--- src/rtl/ifm_skew_buffer.sv ---
// IFM skew buffer: delays lane i of each RAM read word by i cycles for the systolic array west edge.
// Define IFM_SKEW_LANE_MASK_EN to zero lanes at or beyond the latched tile width (read_ifm_size).
module ifm_skew_buffer #(
  parameter int SYSTOLIC_SIZE = 16,
  parameter int DATA_WIDTH    = 16,
  parameter int RAM_LATENCY   = 1
) (
  input  logic                                clk,
  input  logic                                rst,
  input  logic                                read_en,
  input  logic [4:0]                          read_ifm_size,
  input  logic [SYSTOLIC_SIZE*DATA_WIDTH-1:0] ifm_rdata,
  output logic [SYSTOLIC_SIZE*DATA_WIDTH-1:0] ifm_skew_data,
  output logic [SYSTOLIC_SIZE-1:0]            ifm_skew_valid,
  output logic                                busy,
  output logic                                done
);

  localparam int S  = SYSTOLIC_SIZE;
  localparam int DW = DATA_WIDTH;
  localparam int RL = RAM_LATENCY;
  localparam int CW = $clog2(S) + 1;

  typedef enum logic [1:0] {IDLE, STREAM, DRAIN} state_t;

  state_t          state_q, state_d;
  logic [CW-1:0]   drainCnt_q, drainCnt_d;
  logic [RL-1:0]   rdPipe_q;
  logic [RL:0]     rdTap;
  logic            inValid;
  logic            earlyValid;
  logic [S-1:0]    laneMask;
  logic [S-1:0]    vld_q;

  // rdTap[k] is read_en delayed k cycles; the top tap is the RAM data valid
  assign rdTap      = {rdPipe_q, read_en};
  assign inValid    = rdTap[RL];
  assign earlyValid = rdTap[RL-1];

  always_ff @(posedge clk or posedge rst) begin
    if (rst) begin
      rdPipe_q <= '0;
      vld_q    <= '0;
    end else begin
      rdPipe_q <= rdTap[RL-1:0];
      vld_q    <= {vld_q[S-2:0], inValid};
    end
  end

  assign ifm_skew_valid = vld_q;

`ifdef IFM_SKEW_LANE_MASK_EN
  logic [CW-1:0] sizeHold_q, sizeCur, inSize;
  logic [CW-1:0] sizePipe_q [RL];
  logic          readRise;

  // Size is sampled only on the first read of a burst, then rides along with the data
  assign readRise = read_en & ~rdTap[1];

  always_comb begin
    sizeCur = sizeHold_q;
    if (readRise) begin
      if (read_ifm_size == '0 || int'(read_ifm_size) > S) sizeCur = CW'(S);
      else sizeCur = CW'(read_ifm_size);
    end
  end

  always_ff @(posedge clk or posedge rst) begin
    if (rst) begin
      sizeHold_q <= '0;
      for (int k = 0; k < RL; k++) sizePipe_q[k] <= '0;
    end else begin
      sizeHold_q    <= sizeCur;
      sizePipe_q[0] <= sizeCur;
      for (int k = 1; k < RL; k++) sizePipe_q[k] <= sizePipe_q[k-1];
    end
  end

  assign inSize = sizePipe_q[RL-1];

  always_comb begin
    laneMask = '0;
    for (int i = 0; i < S; i++) laneMask[i] = (i < int'(inSize));
  end
`else
  logic unusedSize;
  assign unusedSize = ^read_ifm_size;
  assign laneMask   = '1;
`endif

  // Lane i: one gated input register followed by i plain delay registers
  for (genvar i = 0; i < S; i++) begin : g_lane
    logic [DW-1:0] dly_q [i+1];

    always_ff @(posedge clk or posedge rst) begin
      if (rst) begin
        for (int k = 0; k <= i; k++) dly_q[k] <= '0;
      end else begin
        dly_q[0] <= (inValid && laneMask[i]) ? ifm_rdata[i*DW +: DW] : '0;
        for (int k = 1; k <= i; k++) dly_q[k] <= dly_q[k-1];
      end
    end

    assign ifm_skew_data[i*DW +: DW] = dly_q[i];
  end

  always_ff @(posedge clk or posedge rst) begin
    if (rst) begin
      state_q    <= IDLE;
      drainCnt_q <= '0;
    end else begin
      state_q    <= state_d;
      drainCnt_q <= drainCnt_d;
    end
  end

  // The FSM watches the tap one cycle ahead of inValid so that busy rises with the
  // first valid input beat and done lands on the cycle the last beat leaves lane S-1.
  always_comb begin
    state_d    = state_q;
    drainCnt_d = drainCnt_q;
    done       = 1'b0;
    case (state_q)
      IDLE: begin
        if (earlyValid) state_d = STREAM;
      end
      STREAM: begin
        if (!earlyValid) begin
          state_d    = DRAIN;
          drainCnt_d = '0;
        end
      end
      DRAIN: begin
        drainCnt_d = drainCnt_q + 1'b1;
        if (drainCnt_q == CW'(S-1)) begin
          done    = 1'b1;
          state_d = IDLE;
        end
        if (earlyValid) state_d = STREAM;
      end
      default: state_d = IDLE;
    endcase
  end

  assign busy = (state_q != IDLE);

endmodule

--- config.mk ---
export PLATFORM = sky130hd
export DESIGN_NAME = ifm_skew_buffer
export DESIGN_NICKNAME = d
export VERILOG_FILES = /design/src/rtl/ifm_skew_buffer.sv
export SDC_FILE = /design/constraint.sdc
export NUM_CORES = 2
export LEC_CHECK = 0
export BUFFER_PORTS_ARGS = -buffer_cell sky130_fd_sc_hd__buf_2
export CORE_MARGIN = 8
export CORE_UTILIZATION = 52
export DETAILED_ROUTE_END_ITERATION = 8
export PLACE_DENSITY = 0.79
export SYNTH_ARGS = -nofsm -noshare
export SYNTH_HDL_FRONTEND = slang
export SYNTH_SLANG_ARGS = --single-unit
--- constraint.sdc ---
create_clock -name clk -period 89.3 [get_ports clk]
set_clock_uncertainty 0.1 [all_clocks]
set_input_delay 17.86 -clock clk [delete_from_list [all_inputs] [get_ports clk]]
set_output_delay 17.86 -clock clk [all_outputs]
set_load 0.01 [all_outputs]
Word-level counts from Yosys, hierarchy flattened --
Index checks and enable logic that the tools add are counted.
Cells by class: $add $sub $neg 1, eq/ne operators 6, muxes and demuxes 25, reduce and logical (&&, ||, !) cells 5
Operators by type and width (count):
- 2-to-1 mux 16 bit | 16
- case mux 5 bit (2 select lines) | 1
- 2-to-1 mux 2 bit | 4
- case mux 2 bit (3 select lines) | 1
- adder 5 x 1 -> 5 bit (second input constant) | 1
- == test 5 x 4 -> 1 bit (second input constant) | 1
- 2-to-1 mux 5 bit | 1
- inequality test 2 bit (second input constant) | 2
- nonzero test 2 bit | 2
- inequality test 3 bit (second input constant) | 1
- AND reduction 3 bit | 1
- == test 2 x 1 -> 1 bit (second input constant) | 1
- == test 2 bit (second input constant) | 1
- zero test 2 bit | 1
- 2-to-1 mux 1 bit | 2
- AND reduction 2 bit | 1
Word-level totals: flip-flop bits (word level) 2200, bits of input ports 264, word-level logic and storage cells 177

Depth between registers and ports, before layout --
depth in word-level cells 4, gate-level depth with buffers 5, gate-level depth less buffers 5

Least setup slack after synthesis --
OpenSTA, ideal clock, no wires.
kind register to output, start reg drainCnt_q[0], end out done, arrival 1.118 ns, path slack 70.222 ns, cell stages (with the launch flop) 5, path buffers 0, cell sequence dfrtp_1 -> ha_1 -> and3_1 -> ha_1 -> and2_1
On the way: cells in the longest elaborated chain, start to end 3
RTL lines:
- from (decl) | RTL line 27 | logic [CW-1:0] drainCnt_q, drainCnt_d;
- from (signal assigned) | RTL line 113 | drainCnt_q <= drainCnt_d;
- == test 5 x 4 -> 1 bit | RTL line 135 | if (drainCnt_q == CW'(S-1)) begin
- 2-to-1 mux 1 bit | RTL line 135
- 2-to-1 mux 1 bit | RTL line 123 | case (state_q)
- to (decl) | RTL line 16 | output logic done
Every way passes these cells.

==> impl_metrics.toml <==
[logic_synthesis]
synth_xor_area_share_pct = 0
synth_common_cells = "dfrtp_1 (2200), and2_1 (258), buf_4 (241)"
yosys_warnings = 0
synth_cell_types = 22
synth_top_area_share_pct = 93.6
synth_mux_area_share_pct = 0
yosys.area.top_type = "dfrtp_1"
ys_ff_latch = 2200
syn_area_mm2 = 0.0588
synth_edf_count = 0
synth_fa_ha_area_share_pct = 0.0425
syn_inst = 2757
syn_nets = 3023
ys_seq_area_share_pct = 93.6
synth_most_common_cell = "dfrtp_1"
async_reset_ff_share_pct = 100
avgSynthCellArea_um2 = 21.3
synthTopCellsByArea = "dfrtp_1 (94%), buf_4 (3.1%), and2_1 (2.7%)"
synthFlopType = "dfrtp_1"
synth_compound_area_share_pct = 0.168
synth-simple-area-share_pct = 2.85
synth_top_family_by_area = "buffers and inverters"

[outcome]
status = "finished clean"

[placement]
io_buffers = 532
gp_congestion = 0.774
place_hpwl_um = 55700

[clock_network]
clock_path_buffers = 3
root_buffer = "clkbuf_16"
cts_buffers = 196
cts_hold_buffers = 0
cts_setup_buffers = 0
htreeDepth = 4
clkSlewWorstSetupHoldPaths_ps = 60
worst_skew_pair.late_latency_ps = 770
cts_tree = "done"
cts_resized = 0
clock_sinks = 2200

[route]
drt-total-wl_um = 104000
wl_met3_um = 6310
first_pass_iters = 4
topRoutingLayerUsed = "met5"
drcViolationCount = 0
ant_nets = 0
drt-met1-wl_um = 36500
wire_per_inst_um = 21.0
wl_met2_um = 55800
num_vias = 21800
viasPerCell = 4.43
drt-initial-drc-count = 1319

[timing]
worstMarginPinSlew_ps = 1090
slew_viol_final = 0
max_freq_mhz = 44.9
setup_viol = 0
setup_tns_ps = 0
finalCritPeriodShare_pct = 25.0
whs_ps = 220
finalHoldViolCount = 0
fin_crit_ps = 22290
slew_headroom_pct = 27.4
rsz0062_at_grt = "no"

[final_layout]
nets = 3504
drive_gt1_share_pct = 25.9
areaGrowthSynthToFinish_pct = 16.5

[critical_path]
startpoint_type = "input pin"
cp_data_arrival_time_ps = 22960
r2r_cells = 3
rrSetupSlack_ps = 86380
critPathCaptureType = "async pin"
crit_fanout = 184
worst_ep_required_time_ps = 89980
critPathKind = "in -> async"

[die]
die_h_um = 352
dieArea_mm2 = 0.124
io_pins = 538
rows = 123
fp.coreArea_mm2 = 0.112
start_util_pct = 52.4
fp.dieW_um = 352

[min_path]
min_delay_path_depth = 0
holdCritPathClass = "reg -> reg"

[job]
drv_cap = 0

[grt]
track_usage_pct = 17.2
grt_pass1_vias = 26300
grt_antenna_before_repair = 35
grt_max_degree = 214
grt_pass1_wl_um = 161000
grt_remaining_overflow = 0

[pwr]
finalPower_mw = 1.98
vdd_drop_max_v = 0.0000204
p_leak_nw = 34.9
cellPowerDensity_mw_per_mm2 = 28.8
-- cell families (layout without fill, tap and decap cells) --
group,after synthesis,in the layout
compound gates,14,14
fa+ha+maj,2,2
buf+inv,273,916
flops,2200,2200
other cells,0,27
simple gates,268,268
-- sequential cells by signal (all words and copies together), names as in the netlist --
| register | count |
|---|---|
| g_lane.dly_q | 1936 |
| ifm_skew_data | 240 |
| ifm_skew_valid | 16 |
| drainCnt_q | 5 |
| state_q | 2 |
| inValid | 1 |
-- through the flow --
step / area (um^2) / setup WS (ps) / utilization, % / std cells
4_1_cts: 68400 / 66800 / 60.9 / 4900
2_1_floorplan: 58800 / 9180 / - / 2757
3_5_place_dp: 61600 / 66020 / 54.9 / 4540
6_report: 68500 / 67010 / 61.0 / 4927
5_1_grt: 68500 / 66050 / 61.0 / 4919
3_3_place_gp: 61600 / 66310 / 54.9 / 4540
-- layer usage --
layer,global-route usage [%],vias to the layer above
met2,29.8,573
li1,-,9264
met3,5.69,278
met5,0,-
met4,8.25,14
met1,19.1,11700
-- cells in the final DEF, fill, tap and decap left out, drive strengths merged, types with 2 or more instances in the layout --
cell type,n
buf,553
ha,2
inv,11
a21oi,2
clkinv,46
diode,27
and3,2
clkinvlp,8
dfrtp,2200
bufinv,19
clkbuf,279
nor2,3
a221oi,5
o21ai,5
and2,258
-- path summary, 6_finish.rpt --
| kind | from | endpoint |
|---|---|---|
| worst min register to register | g_lane[10].dly_q[155]$_DFF_PP0_ | g_lane[10].dly_q[139]$_DFF_PP0_ |
| max in group clk | drainCnt_q[0]$_DFFE_PP0P_ | done |
| min in group asynchronous | rst | g_lane[10].dly_q[108]$_DFF_PP0_ |
| worst max-delay path | rst | g_lane[6].dly_q[51]$_DFF_PP0_ |
| worst min-delay path | g_lane[10].dly_q[155]$_DFF_PP0_ | g_lane[10].dly_q[139]$_DFF_PP0_ |
| worst max register to register | inValid$_DFF_PP0_ | g_lane[9].dly_q[148]$_DFF_PP0_ |
-- critical path, cell delays in order --
cell and delay [ps]:
buf_2 130, inv_8 710, buf_4 820, buf_12 720
buf_4 650, buf_4 950, buf_4 850
-- power breakdown --
part / internal, mW / leakage (nW) / switching, mW
clock network: 0.503 / 3.34 / 0.364
logic: 0.0124 / 3.20 / 0.0313
registers: 1.05 / 28.3 / 0.0191
total: 1.56 / 34.9 / 0.414
-- area by class of cell --
| cell class | count | area (um^2) |
|---|---|---|
| Tap cell | 1500 | 1880 |
| Clock buffer | 279 | 5700 |
| Timing Repair Buffer | 553 | 2880 |
| Antenna cell | 27 | 67.6 |
| Fill cell | 7382 | 43800 |
| Clock inverter | 81 | 1110 |
| Sequential cell | 2200 | 55100 |
| Inverter | 3 | 18.8 |
| Multi-Input combinational cell | 284 | 1800 |
No activity file was read; power rests on OpenSTA's default activity.
